$ cat src/rtl/ppu_pkg.sv
// Shared constants, state encodings and address helpers for the PPU background fetch path.
package ppu_pkg;

    localparam logic [13:0] NT_BASE     = 14'h2000;
    localparam logic [13:0] AT_OFFSET   = 14'h03C0;
    localparam logic [13:0] PT_PLANE_HI = 14'h0008;

    // loopy v field positions
    localparam int V_CX_LSB = 0;
    localparam int V_CX_MSB = 4;
    localparam int V_CY_LSB = 5;
    localparam int V_CY_MSB = 9;
    localparam int V_NT_LSB = 10;
    localparam int V_NT_MSB = 11;
    localparam int V_FY_LSB = 12;
    localparam int V_FY_MSB = 14;

    typedef enum logic {
        IDLE,
        WAIT
    } fetch_state_t;

    // Encoding matches phase[2:1] of the dot that issues the fetch.
    typedef enum logic [1:0] {
        FK_NT    = 2'd0,
        FK_AT    = 2'd1,
        FK_PT_LO = 2'd2,
        FK_PT_HI = 2'd3
    } fetch_kind_t;

    function automatic logic [13:0] nt_addr(input logic [11:0] nt_cy_cx);
        return NT_BASE | {2'b00, nt_cy_cx};
    endfunction

    function automatic logic [13:0] at_addr(input logic [1:0] nt_sel,
                                            input logic [2:0] cy_hi,
                                            input logic [2:0] cx_hi);
        return NT_BASE | AT_OFFSET | {2'b00, nt_sel, 4'b0000, cy_hi, cx_hi};
    endfunction

    function automatic logic [13:0] pt_addr(input logic       pt_sel,
                                            input logic [7:0] tile,
                                            input logic [2:0] fine_y,
                                            input logic       plane_hi);
        return {1'b0, pt_sel, tile, 1'b0, fine_y} | (plane_hi ? PT_PLANE_HI : 14'h0000);
    endfunction

endpackage

$ cat src/rtl/ppu_bg_shifter.sv
// Background pattern/attribute shift registers with tile reload and fine-X pixel select.
module ppu_bg_shifter
    import ppu_pkg::*;
(
    input  logic       clk,
    input  logic       rst,
    input  logic       dot_tick,
    input  logic       shift_en,
    input  logic       reload,
    input  logic [7:0] pt_lo,
    input  logic [7:0] pt_hi,
    input  logic [1:0] at_bits,
    input  logic [2:0] fine_x,
    output logic [3:0] bg_pixel
);

    logic [15:0] pshift_lo;
    logic [15:0] pshift_hi;
    logic [7:0]  at_lo;
    logic [7:0]  at_hi;
    logic [2:0]  at_idx;
    logic [3:0]  pt_idx;
    logic [3:0]  pixel_sel;

    // 7-fine_x and 15-fine_x without widening to 32 bits
    always_comb begin
        at_idx    = ~fine_x;
        pt_idx    = {1'b1, ~fine_x};
        pixel_sel = {at_hi[at_idx], at_lo[at_idx], pshift_hi[pt_idx], pshift_lo[pt_idx]};
    end

    always_ff @(posedge clk) begin
        if (!rst) begin
            pshift_lo <= '0;
            pshift_hi <= '0;
            at_lo     <= '0;
            at_hi     <= '0;
            bg_pixel  <= '0;
        end else begin
            if (dot_tick) begin
                bg_pixel <= pixel_sel;
            end
            // Reload replaces the low byte while the high byte keeps shifting.
            if (reload) begin
                pshift_lo <= {pshift_lo[14:7], pt_lo};
                pshift_hi <= {pshift_hi[14:7], pt_hi};
                at_lo     <= {8{at_bits[0]}};
                at_hi     <= {8{at_bits[1]}};
            end else if (shift_en) begin
                pshift_lo <= {pshift_lo[14:0], 1'b0};
                pshift_hi <= {pshift_hi[14:0], 1'b0};
                at_lo     <= {at_lo[6:0], 1'b0};
                at_hi     <= {at_hi[6:0], 1'b0};
            end
        end
    end

endmodule

$ cat src/rtl/ppu_bg_fetch.sv
// Background tile fetch sequencer: phase counter, NT/AT/PT request FSM and byte latches.
module ppu_bg_fetch
    import ppu_pkg::*;
#(
    parameter int MEM_LATENCY = 1
)
(
    input  logic        clk,
    input  logic        rst,
    input  logic        dot_tick,
    input  logic        fetch_en,
    input  logic [14:0] v_addr,
    input  logic        bg_pt_sel,
    input  logic [2:0]  fine_x,
    output logic [13:0] mem_addr,
    output logic        mem_read_request,
    output logic        mem_wr_request,
    input  logic [7:0]  mem_data_in,
    output logic        tile_done,
    output logic [3:0]  bg_pixel,
    output logic        overrun
);

    localparam logic [1:0] LAT = MEM_LATENCY[1:0];

    fetch_state_t state;
    fetch_kind_t  kind;
    logic [2:0]   phase;
    logic [1:0]   lat_cnt;
    logic [1:0]   at_sel;
    logic [7:0]   tile_id;
    logic [1:0]   at_bits;
    logic [7:0]   pt_lo;
    logic [7:0]   pt_hi;

    logic         shift_en;
    logic         reload;
    logic         fetch_dot;
    logic [13:0]  req_addr;
    logic [1:0]   at_pick;

    assign mem_wr_request = 1'b0;

    always_comb begin
        shift_en  = dot_tick & fetch_en;
        reload    = shift_en & (phase == 3'd7);
        fetch_dot = shift_en & ~phase[0];

        req_addr = '0;
        unique case (phase[2:1])
            2'd0: req_addr = nt_addr(v_addr[V_NT_MSB:0]);
            2'd1: req_addr = at_addr(v_addr[V_NT_MSB:V_NT_LSB],
                                     v_addr[V_CY_MSB:V_CY_MSB-2],
                                     v_addr[V_CX_MSB:V_CX_MSB-2]);
            2'd2: req_addr = pt_addr(bg_pt_sel, tile_id, v_addr[V_FY_MSB:V_FY_LSB], 1'b0);
            2'd3: req_addr = pt_addr(bg_pt_sel, tile_id, v_addr[V_FY_MSB:V_FY_LSB], 1'b1);
        endcase

        // quadrant select {coarse Y bit 1, coarse X bit 1} picks a 2-bit attribute pair
        at_pick = mem_data_in[1:0];
        unique case (at_sel)
            2'd0: at_pick = mem_data_in[1:0];
            2'd1: at_pick = mem_data_in[3:2];
            2'd2: at_pick = mem_data_in[5:4];
            2'd3: at_pick = mem_data_in[7:6];
        endcase
    end

    always_ff @(posedge clk) begin
        if (!rst) begin
            state            <= IDLE;
            kind             <= FK_NT;
            phase            <= '0;
            lat_cnt          <= '0;
            at_sel           <= '0;
            tile_id          <= '0;
            at_bits          <= '0;
            pt_lo            <= '0;
            pt_hi            <= '0;
            mem_addr         <= '0;
            mem_read_request <= 1'b0;
            tile_done        <= 1'b0;
            overrun          <= 1'b0;
        end else begin
            // NOTE: pulse outputs default low here so any path that does not set them clears them next clk.
            mem_read_request <= 1'b0;
            tile_done        <= 1'b0;

            if (dot_tick && state == WAIT) begin
                overrun <= 1'b1;
            end

            if (!fetch_en) begin
                phase <= '0;
            end else if (dot_tick) begin
                phase <= phase + 3'd1;
            end

            unique case (state)
                IDLE: begin
                    if (fetch_dot) begin
                        mem_addr         <= req_addr;
                        mem_read_request <= 1'b1;
                        kind             <= fetch_kind_t'(phase[2:1]);
                        at_sel           <= {v_addr[V_CY_LSB+1], v_addr[V_CX_LSB+1]};
                        lat_cnt          <= '0;
                        state            <= WAIT;
                    end
                end
                WAIT: begin
                    if (lat_cnt == LAT) begin
                        state <= IDLE;
                        unique case (kind)
                            FK_NT:    tile_id <= mem_data_in;
                            FK_AT:    at_bits <= at_pick;
                            FK_PT_LO: pt_lo   <= mem_data_in;
                            FK_PT_HI: begin
                                pt_hi     <= mem_data_in;
                                tile_done <= fetch_en;
                            end
                        endcase
                    end else begin
                        lat_cnt <= lat_cnt + 2'd1;
                    end
                end
            endcase
        end
    end

    ppu_bg_shifter u_shifter (
        .clk      (clk),
        .rst      (rst),
        .dot_tick (dot_tick),
        .shift_en (shift_en),
        .reload   (reload),
        .pt_lo    (pt_lo),
        .pt_hi    (pt_hi),
        .at_bits  (at_bits),
        .fine_x   (fine_x),
        .bg_pixel (bg_pixel)
    );

endmodule

$ cat config.mk
export PLATFORM = sky130hd
export DESIGN_NAME = ppu_bg_fetch
export DESIGN_NICKNAME = d
export VERILOG_FILES = /design/src/rtl/ppu_pkg.sv /design/src/rtl/ppu_bg_shifter.sv /design/src/rtl/ppu_bg_fetch.sv
export SDC_FILE = /design/constraint.sdc
export NUM_CORES = 1
export LEC_CHECK = 0
export BUFFER_PORTS_ARGS = -buffer_cell sky130_fd_sc_hd__clkbuf_2
export CORE_MARGIN = 2
export CORE_UTILIZATION = 56
export CTS_CLUSTER_DIAMETER = 30
export CTS_CLUSTER_SIZE = 12
export DETAILED_ROUTE_END_ITERATION = 8
export PLACE_DENSITY = 0.88
export SLEW_MARGIN = 5
export SYNTH_ARGS = -nofsm -noshare
export SYNTH_HDL_FRONTEND = slang
export SYNTH_HIERARCHICAL = 1
export SYNTH_SLANG_ARGS = --single-unit
$ cat constraint.sdc
create_clock -name clk -period 3.9 [get_ports clk]
set_clock_uncertainty 0.2 [all_clocks]
set_input_delay 0.39 -clock clk [delete_from_list [all_inputs] [get_ports clk]]
set_output_delay 0.39 -clock clk [all_outputs]
set_load 0.05 [all_outputs]
# Word level (Yosys, flattened, before mapping)
# Cells that the tools add are included.
# word_totals
reg_bits,105
input_bits,31
# classes
n_addsub,2
n_lt_le_gt_ge,2
n_eq_ne,13
muxes,24
bitwise_logic,7
reduce_logical,14
# op_table
op,n
$mux 16,4
$pmux 14 s4,1
$mux 8,4
$bmux 1 s3,4
$eq 2x2->1 const B,6
$reduce_and 3->1,4
$eq 2x1->1 const B,4
$pmux 2 s4,1
$logic_not 2->1,3
$mux 1,6
$reduce_and 2->1,3
$lt 4x5->1 const B,1
$lt 3x4->1 const B,1
$mux 2,2
$ne 2x2->1 const B,2
$pmux 2 s2,1
$reduce_and 4->1,1
$add 3x1->3 const B,1
$and 1x1->1,3
$eq 3x3->1 const B,1
$not 1->1,3
$not 3->3,1
$add 2x1->2 const B,1
$pmux 1 s2,1
3 further kinds,3

# Depth between registers and ports, before layout
# logic_depth
ltp_word,4
mapped_depth,8
mapped_depth_nobuf,6

# Hierarchy
# The synthesis kept the hierarchy.
# modules_own_cells
mod,n_inst,cells_each,area_each_um2
ppu_bg_shifter,1,233,2313.5
ppu_bg_fetch,1,241,2289.7

# Least setup slack after synthesis
# OpenSTA, ideal clock, no wires.
# synth_timing
kind,register -> register
from,register phase[0]
to,register u_shifter.pshift_hi[10]
setup_time_ps,76
arrival_time_ps,1682
setup_slack_ps,1943
path_stages_with_launch,9
n_path_buf,2
synth_period_minus_slack_ps,1957
path_cell_list,dfxtp_1 -> ha_1 -> ha_1 -> and3_1 -> buf_2 -> nor2_1 -> buf_2 -> nand2_1 -> a21boi_0
# synth_via
elab_chain_len,3
# synth_lines
item,line,rtl
"start, declared",ppu_bg_fetch.sv:28,logic [2:0] phase;
"start signal, assigned",ppu_bg_fetch.sv:96,phase <= phase + 3'd1;
$eq 3x3->1 (*),ppu_bg_fetch.sv:46,reload = shift_en & (phase == 3'd7);
$and 1x1->1 (*),ppu_bg_fetch.sv:46,
named net reload,ppu_bg_fetch.sv:37,logic reload;
$mux 16 / $reduce_bool 2->1 (equally long branches),-,
"end signal, assigned",ppu_bg_shifter.sv:46,"pshift_hi <= {pshift_hi[14:7], pt_hi};"
"end signal, assigned",ppu_bg_shifter.sv:51,"pshift_hi <= {pshift_hi[14:0], 1'b0};"
"end, declared",ppu_bg_shifter.sv:18,logic [15:0] pshift_hi;
# The timed path passes the listed nets; every way through them passes the cells marked *.
# A chain may end at the register's enable or synchronous reset.

# Final worst setup path
# layout_timing
from,register phase[1]
to,register u_shifter.at_hi[4]
# layout_via
elab_chain_len,3
# layout_lines
item,line,rtl
$eq 3x3->1 (*),ppu_bg_fetch.sv:46,
$and 1x1->1 (*),ppu_bg_fetch.sv:46,
named net reload,ppu_bg_fetch.sv:37,
$mux 8 / $reduce_bool 2->1 (equally long branches),-,
"end signal, assigned",ppu_bg_shifter.sv:48,at_hi <= {8{at_bits[1]}};
"end signal, assigned",ppu_bg_shifter.sv:53,"at_hi <= {at_hi[6:0], 1'b0};"
"end, declared",ppu_bg_shifter.sv:20,logic [7:0] at_hi;
# Marks and branches as above.

==> results.json <==
{
  "post-route-period-util_pct": 69.9,
  "syn_inst": 474,
  "fin_tns_setup_ns": 0,
  "dieArea_um2": 8960,
  "synth-seq-cells": 105,
  "rsz0062_at_grt": "false",
  "core_um2": 8090,
  "ys.flop_type": "dfxtp_1",
  "synth_edf_count": 0,
  "cap_viol_max_count": 0,
  "layout_commonest_cell": "dfxtp_1",
  "dieWidth_um": 94.7,
  "gp_congestion": 0.774,
  "syn_area_um2": 4600,
  "first_global_vias": 3272,
  "start_kind": "flip-flop",
  "postRouteWirelength_um": 9110,
  "drcViolationCount": 0,
  "nNetsFinal": 539,
  "clkSlewWorstSetupHoldPaths_ns": 0.09,
  "ff2ff_setup_slack_ns": 1.18,
  "syn_to_final_growth_pct": 9.00,
  "drtIter0Drc": 119,
  "nFillCells": 679,
  "hp-class": "in2reg",
  "cts_hold_buffers": 0,
  "seq_area_frac_synth_pct": 45.7,
  "grt.overflow.total": 0,
  "layout-drive-gt1-share_pct": 16.7,
  "required_ns": 3.92,
  "max_slew.worst_pin.slew_ns": 1.07,
  "die_h_um": 94.7,
  "yosys_warnings": 6,
  "numCtsBuffers": 9,
  "start_util_pct": 56.9,
  "crit_arrival_ns": 2.75,
  "yosysUniqueCellTypes": 44,
  "clk_latency_ns": 0.36,
  "rr_startpoint": "phase[1]",
  "r2r-end": "u_shifter/at_hi[4]",
  "holdPathEnd": "at_sel[1]",
  "cts_root_buf": "clkbuf_8",
  "report.final.slew_viol_count": 0,
  "critical_path_class": "reg2reg",
  "clock_path_buffers": 2,
  "async_reset_ff_share_pct": 0,
  "final_core_util_pct": 62.0,
  "hold_violations": 0,
  "fmax_ghz": 0.367,
  "power_leakage_nw": 2.09,
  "design_area_um2": 5020,
  "mostFrequentLayoutCells": "dfxtp_1 (105), nand2_1 (99), mux2i_1 (61)",
  "vias": 3392,
  "grt_pass1_wl_um": 15200,
  "ctsResizeCount": 0,
  "synth.avg_cell_area_um2": 9.71,
  "layout_min_cycle_time_ns": 2.72,
  "hpwlAfterDp_um": 6370,
  "r2r_cells": 6,
  "postSynthNetCount": 508,
  "drt-pass1-iter-count": 4,
  "slew_headroom_pct": 28.8,
  "antenna_cells": 0,
  "power_density_nw_per_um2": 392,
  "cp_max_fo": 17,
  "holdWs_ns": 0.0811,
  "ios": 53,
  "grtUsageTotal_pct": 21.7,
  "via_per_inst": 5.53,
  "clock_sinks": 105,
  "io_buffers": 51,
  "hold_start": "v_addr[6]",
  "placed_area_um2": 4820,
  "fp-row-count": 33,
  "wl_per_cell_um": 14.9,
  "max-vdd-ir-drop_mv": 0.216,
  "pre_cts_slack_ns": 1.24,
  "cts_tree": "yes",
  "setup_viol": 0,
  "outcome": "finished clean",
  "antenna_found_initial": 0,
  "htree_levels": 3,
  "postRouteAntennaNets": 0,
  "post_cts_buffers": 0,
  "end_kind": "flip-flop",
  "grt_max_degree": 62,
  "worst_slack_ns": 1.18,
  "min_path_cells": 3
}
[state kept, by name, indices dropped and copies added (netlist names)]
signal,cells
lat_cnt,2
u_shifter/bg_pixel,4
u_shifter/pshift_lo,16
state,1
u_shifter/at_hi,8
phase,3
tile_id,8
kind,2
at_bits,2
u_shifter/at_lo,8
at_sel,2
mem_addr,14
mem_read_request,1
pt_lo,8
u_shifter/pshift_hi,16
pt_hi,8
overrun,1
tile_done,1
[power breakdown]
group	internal (W)	leakage, nW	switching [W]
Combinational	0.0000605	1.15	0.000111
Clock	0.000356	0.0955	0.000343
Sequential	0.00109	0.849	0.0000109
[how the worst max path moves through the flow]
stage          slack, ns  depth (start not counted)     start                      end
6_report            1.18                          6  phase[1]       u_shifter/at_hi[4]
5_1_grt             0.92                          6  phase[1]       u_shifter/at_hi[4]
4_1_cts             1.19                          6  phase[1]       u_shifter/at_hi[4]
3_5_place_dp        1.24                          6  phase[1]       u_shifter/at_lo[3]
3_3_place_gp        1.33                          6  phase[1]   u_shifter/pshift_lo[4]
2_1_floorplan       1.94                          8  phase[0]  u_shifter/pshift_hi[10]
[worst max-delay path, cell delays in order (launching register included)]
cell      delay (ns)
dfxtp_1         0.59
ha_1            0.23
ha_1            0.13
and3_1          0.37
clkinv_1        0.44
o21ai_1         0.51
a21oi_1         0.12
[metal layers]
layer,GRT usage (%),wire length [µm],up-vias,share of wire (%)
li1,-,-,1704,-
met1,27.0,4160,1596,46
met2,37.2,4430,79,49
met3,3.99,386,13,4.2
met4,8.94,136,0,1.5
met5,0,0,-,0
[through the flow]
step / total power, W / cells
after global placement: 0.00129 / 599
after global routing: 0.00204 / 613
after detailed placement: 0.00129 / 599
after CTS: 0.00199 / 613
final: 0.00197 / 613
after floorplan: 0.00125 / 474
[cell families (layout without fill, tap and decap cells)]
logic type	count (synthesis)	count (layout)	synth area share [%]
muxes	72	72	17.4
AOI/OAI and AO/OA	104	104	16.1
other	1	1	0.0815
adders and majority gates	3	3	0.816
xor gates and xnor gates	1	1	0.190
and+or+nand+nor	149	149	15.1
buffers and inverters	39	73	4.70
DFF	105	105	45.7
[cell usage after synthesis (7+ instances only)]
| master | instances | area (µm²) |
|---|---|---|
| o211a_1 | 16 | 160 |
| buf_2 | 13 | 65.1 |
| clkbuf_1 | 14 | 52.6 |
| o21ai_0 | 7 | 35.0 |
| a21boi_0 | 32 | 240 |
| dfxtp_1 | 105 | 2100 |
| nand3_1 | 8 | 40.0 |
| a21oi_1 | 23 | 115 |
| nor2b_1 | 13 | 81.3 |
| nor2_1 | 7 | 26.3 |
| a21boi_1 | 11 | 82.6 |
| nand2_1 | 99 | 372 |
| mux2i_1 | 61 | 611 |
[area by class of cell]
type / count / area, µm² / area share [%]
multi-input cells: 330 / 2280 / 45.5
flip-flops and latches: 105 / 2100 / 41.9
repair buffers: 55 / 285 / 5.69
clock buffers: 11 / 131 / 2.62
well taps: 105 / 131 / 2.62
clock inverters: 3 / 67.6 / 1.35
inverters: 4 / 15.0 / 0.299
No activity file was read; power rests on OpenSTA's default activity.
